### src/rtl/bip_tx_scheduler.sv
`timescale 1ns/1ps
// ---------------------------------------------------------------------------
// bip_tx_scheduler
//
// Sequences the UART transmitter after the BIP core halts. While the core
// runs, every valid instruction is counted. When HLT (16'h0000) is seen on
// the instruction bus, the core is frozen, {accumulator, count} is latched
// into a frame, and the frame is sent one byte at a time (LSB first), with
// each byte waiting for the UART's done pulse.
//
// Ports
//   i_clock        system clock, rising edge
//   i_reset        asynchronous, active-high reset
//   i_instruccion  instruction issued by the core
//   i_valid        i_instruccion executes this cycle
//   i_acc          core accumulator
//   i_tx_done      UART finished the current byte (1-cycle pulse)
//   i_restart      leave DONE and start a new run
//   o_cpu_enable   core clock-enable, high only in RUN
//   o_tx_start     1-cycle pulse, UART loads o_tx_data
//   o_tx_data      byte to transmit
//   o_busy         high while a frame is being sent (START or WAIT)
//   o_done         high once the whole frame has been sent
//   o_dbg_state    current FSM state (RUN=0, START=1, WAIT=2, DONE=3)
//
// Handshake: o_tx_start is a single-cycle request with o_tx_data valid in the
// same cycle; o_tx_data then holds until the UART answers with a single-cycle
// i_tx_done, which is only accepted in the cycle after the request or later.
// ---------------------------------------------------------------------------
module bip_tx_scheduler #(
    parameter int DATA_W = 16,
    parameter int CNT_W  = 16
) (
    input  logic              i_clock,
    input  logic              i_reset,
    input  logic [15:0]       i_instruccion,
    input  logic              i_valid,
    input  logic [DATA_W-1:0] i_acc,
    input  logic              i_tx_done,
    input  logic              i_restart,
    output logic              o_cpu_enable,
    output logic              o_tx_start,
    output logic [7:0]        o_tx_data,
    output logic              o_busy,
    output logic              o_done,
    output logic [1:0]        o_dbg_state
);

    localparam int FRAME_W = CNT_W + DATA_W;
    localparam int NBYTES  = FRAME_W / 8;
    localparam int IDX_W   = (NBYTES > 1) ? $clog2(NBYTES) : 1;
    localparam logic [IDX_W-1:0] LAST_IDX = IDX_W'(NBYTES - 1);

    typedef enum logic [1:0] {
        ST_RUN   = 2'd0,
        ST_START = 2'd1,
        ST_WAIT  = 2'd2,
        ST_DONE  = 2'd3
    } state_t;

    state_t               r_state;
    logic [CNT_W-1:0]     r_count;
    logic [FRAME_W-1:0]   r_frame;
    logic [IDX_W-1:0]     r_idx;
    logic                 r_cpu_enable;
    logic                 r_tx_start;
    logic [7:0]           r_tx_data;
    logic                 r_busy;
    logic                 r_done;

    logic [CNT_W-1:0]     w_count_inc;
    logic                 w_is_hlt;
    logic [FRAME_W-1:0]   w_frame_shift;
    logic                 w_last_byte;

    // The HLT itself is counted, so the frame carries the incremented count.
    assign w_count_inc   = r_count + CNT_W'(1);
    assign w_is_hlt      = i_valid && (i_instruccion == 16'h0000);
    assign w_frame_shift = r_frame >> 8;
    assign w_last_byte   = (r_idx == LAST_IDX);

    // Outputs are registered alongside the state transition, so each output
    // takes the value belonging to the state being entered.
    always_ff @(posedge i_clock or posedge i_reset) begin
        if (i_reset) begin
            r_state      <= ST_RUN;
            r_count      <= '0;
            r_frame      <= '0;
            r_idx        <= '0;
            r_cpu_enable <= 1'b1;
            r_tx_start   <= 1'b0;
            r_tx_data    <= 8'h00;
            r_busy       <= 1'b0;
            r_done       <= 1'b0;
        end else begin
            r_tx_start <= 1'b0;
            case (r_state)
                ST_RUN: begin
                    if (i_valid) begin
                        r_count <= w_count_inc;
                    end
                    if (w_is_hlt) begin
                        r_frame      <= {i_acc, w_count_inc};
                        r_idx        <= '0;
                        r_state      <= ST_START;
                        r_cpu_enable <= 1'b0;
                        r_tx_start   <= 1'b1;
                        r_tx_data    <= w_count_inc[7:0];
                        r_busy       <= 1'b1;
                    end
                end

                // One-cycle request; a done pulse seen here is too early and
                // is deliberately dropped.
                ST_START: begin
                    r_state <= ST_WAIT;
                end

                ST_WAIT: begin
                    if (i_tx_done) begin
                        r_frame <= w_frame_shift;
                        r_idx   <= r_idx + IDX_W'(1);
                        if (w_last_byte) begin
                            r_state   <= ST_DONE;
                            r_tx_data <= 8'h00;
                            r_busy    <= 1'b0;
                            r_done    <= 1'b1;
                        end else begin
                            r_state    <= ST_START;
                            r_tx_start <= 1'b1;
                            r_tx_data  <= w_frame_shift[7:0];
                        end
                    end
                end

                ST_DONE: begin
                    if (i_restart) begin
                        r_count      <= '0;
                        r_state      <= ST_RUN;
                        r_cpu_enable <= 1'b1;
                        r_done       <= 1'b0;
                    end
                end

                default: begin
                    r_state <= ST_RUN;
                end
            endcase
        end
    end

    assign o_cpu_enable = r_cpu_enable;
    assign o_tx_start   = r_tx_start;
    assign o_tx_data    = r_tx_data;
    assign o_busy       = r_busy;
    assign o_done       = r_done;
    assign o_dbg_state  = r_state;

endmodule

### config.mk
export PLATFORM = sky130hd
export DESIGN_NAME = bip_tx_scheduler
export DESIGN_NICKNAME = d
export VERILOG_FILES = /design/src/rtl/bip_tx_scheduler.sv
export SDC_FILE = /design/constraint.sdc
export NUM_CORES = 1
export LEC_CHECK = 0
export CORE_UTILIZATION = 48
export CTS_CLUSTER_SIZE = 25
export DETAILED_ROUTE_END_ITERATION = 8
export GPL_TIMING_DRIVEN = 0
export PLACE_DENSITY = 0.76
export SLEW_MARGIN = 20
export SYNTH_ARGS = -nofsm -noshare
export SYNTH_HDL_FRONTEND = slang
export SYNTH_SLANG_ARGS = --single-unit
export TNS_END_PERCENT = 30
### constraint.sdc
create_clock -name i_clock -period 2 [get_ports i_clock]
set_clock_uncertainty 0.1 [all_clocks]
set_input_delay 0.5 -clock i_clock [delete_from_list [all_inputs] [get_ports i_clock]]
set_output_delay 0.5 -clock i_clock [all_outputs]
set_load 0.005 [all_outputs]
==> results by group <==
Clock network
  • Worst skew pair latency: 310 ps
  • CTS tree: yes
  • Number of H-tree levels: 2
  • Clock transition at path regs: 110 ps
  • CTS buffer count: 5
  • Root buf cell: clkbuf_8
  • Clock Path Buffers: 2
  • # hold bufs at CTS: 0
  • Clock sink count: 56

Setup path
  • Slowest stage delay, CP: 310 ps
  • Startpoint types: primary input
  • Slowest cell on crit path: mux2_4
  • Reg2reg start: o_dbg_state[1]
  • CP required: 2110 ps
  • Crit path DAT: 2090 ps
  • Worst-path maximum fanout: 8
  • Most used cell along the critical path: buf_6
  • Crit-path cells: dlygate4sd2_1 -> nor4_4 -> nand3_2 -> buf_6 -> o21ai_4 -> buf_6 -> mux2_4
  • Worst reg2reg endpoint: r_frame[9]
  • Reg2reg setup slack: 20 ps
  • Critical path capture point type: flop
  • Setup CP Type: primary input to flop
  • WP buf/inv: 3
  • R2r worst-path depth: 7
  • Critical path's top delay family: buffers and inverters

Drt
  • Via count: 2,888
  • WL final: 8360 µm
  • 1st-pass router iterations: 4
  • Drt wl/cell: 17.3 µm
  • Iter 0 DRT Violations: 174
  • Antenna viol nets, final: 0
  • Routed vias/inst: 5.99
  • DRC: 0

Power
  • Peak VDD IR: 0.694 mV
  • PD cells: 1050 mW/mm²
  • Tot Pwr: 4330 µW
  • Leak pwr: 0.00177 µW

Place
  • DP Wirelength: 5660 µm
  • Post-DP Area: 0.00371 mm²
  • Routability cong.: 0.889
  • IO Port Bufs: 50
  • Setup WS pre-CTS: -669 ps

Layout
  • Fin nets: 445
  • Final core utilization: 68.1%
  • Share of cells above drive strength 1: 22.1%
  • Post-route cell area: 0.00413 mm²
  • Area grow syn2layout: 33.4%
  • Ant diodes: 0

Timing
  • Max Slew Vio Count: 0
  • RSZ-0062 raised after global routing: yes
  • Slew @ Worst Pin: 671 ps
  • Setup_tns: 0 ps
  • Tcrit/Tclk final: 99.1%
  • Max_slew headroom: 55.3%
  • Setup ws final: 18.0 ps
  • Hold Fails Final Rpt: 0
  • Crit path time final: 1980 ps
  • Final setup fails: 0
  • Max Clk Rate: 505 MHz

Synthesis
  • Mapped Nets: 371
  • Cell variety after synth: 55
  • Count of flip-flops with a built-in enable after synthesis: 0
  • #FFs+latches synth: 56
  • Synth Warn #: 0
  • Synth area leader: dfrtp_1
  • Share of synthesized registers carrying an async set or reset: 100%
  • Cell count after synthesis: 332
  • Top FF cell, synth: dfrtp_1
  • Synthesized area: 0.00309 mm²
  • Syn avg cell area: 9.32 µm²
  • Post-synthesis sequential area ratio: 45.3%
  • Yosys top cell area share: 44.5%
  • Synth area leaders: dfrtp_1, mux2_2, nand2_1

Run
  • MaxCap Viol Count: 0

GRT
  • Global-route wire length before repair: 12,700 µm
  • Initial antenna violation count: 0
  • GRT overflow: 0
  • Number of global-route vias before repair: 2,649
  • GRT Overall Usage: 24.9%
  • Largest net degree at the start of global routing: 57

Worst hold path
  • Path category of the worst min-delay check: flop to flop
  • Worst Hold End: o_busy
  • Hold Path Stages: 1
  • Hold path start: o_busy

Floorplan
  • Row Count: 28
  • Core footprint: 0.00606 mm²
  • Starting density of the core: 51.1%
  • Die height: 82.3 µm
  • IO Count: 51
  • Die Wd: 82.3 µm
  • Die ar.: 0.00677 mm²

Outcome
  • Status: completed
## worst max-delay path by stage
stage	from	to	slack, ps	depth (start not counted)
4_1_cts	r_count[2]	o_tx_data[3]	7	6
6_report	i_instruccion[12]	r_frame[9]	20	7
3_3_place_gp	i_reset	o_dbg_state[0]	-1000	2
2_1_floorplan	i_instruccion[13]	o_tx_data[0]	0.4	5
5_1_grt	i_instruccion[5]	r_frame[9]	-40	6
3_5_place_dp	i_instruccion[13]	r_frame[22]	-670	6
## synthesized netlist by cell type, types with 4 or more instances
master,count
a21oi_1,9
a31oi_1,10
and2_1,4
and3_1,4
buf_2,5
clkbuf_1,14
dfrtp_1,55
mux2_2,20
mux2i_1,4
nand2_1,53
nand3_1,20
nor2_1,15
nor4_1,8
o211ai_1,4
o21ai_0,33
o31ai_1,9
or4_1,4
## cells in the final DEF (no fill, tap or decap), types with 4 or more instances in the layout
cell type        instances
or4_1                    4
clkbuf_8                 5
mux2_2                   9
mux2i_1                  4
clkbuf_2                 7
dlygate4sd2_1           13
nand3_1                 17
and2_1                   4
o21ai_0                 30
nor2_1                  14
clkbuf_1                 8
o211ai_1                 4
nand2_1                 52
nor4_4                   5
a31oi_1                 10
buf_4                   14
buf_6                    8
mux2_4                  12
o31ai_1                  9
a21oi_1                  9
clkdlybuf4s50_1         35
dfrtp_1                 52
and3_1                   4
## sequential cells by signal, indices dropped and copies added, names as in the netlist
register	count
o_cpu_enable	1
o_busy	1
r_frame	24
r_count	16
o_tx_start	1
o_tx_data	8
r_idx	2
o_dbg_state	2
o_done	1
## metrics by stage
stage | cells | hold WS (ps)
global placement | 457 | 363
finish | 482 | 406
floorplan | 332 | 357
detailed placement | 457 | 375
global route | 482 | 423
CTS | 474 | 411
## worst reg2reg max path: cells and delay by family, from the launching register on
family / cells / cell delay, ps
AO/OA/AOI/OAI: 1 / 260
buffers and inverters: 3 / 500
flip-flops: 1 / 420
multiplexers: 1 / 310
AND/OR/NAND/NOR: 2 / 290
## timing repair
item                       CTS  global route
cloned                       1             0
hold endpoints to repair     0             0
resized for setup           42            36
pin swaps                    8             7
buffers inserted             8             8
setup endpoints to repair   46            40
## where the power goes
part / switching [µW] / leakage (µW) / internal (µW)
Combinational: 994 / 0.000991 / 1010
Clock: 376 / 0.0000485 / 252
Sequential: 238 / 0.000728 / 1460
## kinds of logic (layout without fill, tap and decap cells)
kind of cell	count (synthesis)	count (layout)	share of synthesized area [%]
compound gates	85	85	17.3
buf+inv	29	104	4.37
simple gates	132	132	22.4
mux	25	25	8.94
flops	56	56	45.3
fa+ha+maj	2	2	0.809
xor+xnor	3	3	0.849
## layer usage
layer | wire, µm | vias up | global-route usage, %
li1 | - | 1375 | -
met5 | 0 | - | 0
met2 | 4130 | 85 | 41.1
met4 | 115 | 0 | 6.84
met3 | 352 | 11 | 3.52
met1 | 3770 | 1417 | 34.2
## final cells by class
cell class              instances  area (µm²)
plain buffers                  25         151
clock buffers                   5        68.8
clock inverters                 3        22.5
fillers                       463        1930
inverters                       4        17.5
multi-input cells             247        1740
flip-flops and latches         56        1410
well taps                      75        93.8
repair buffers                 67         623
(Power assumes the default switching activity.)
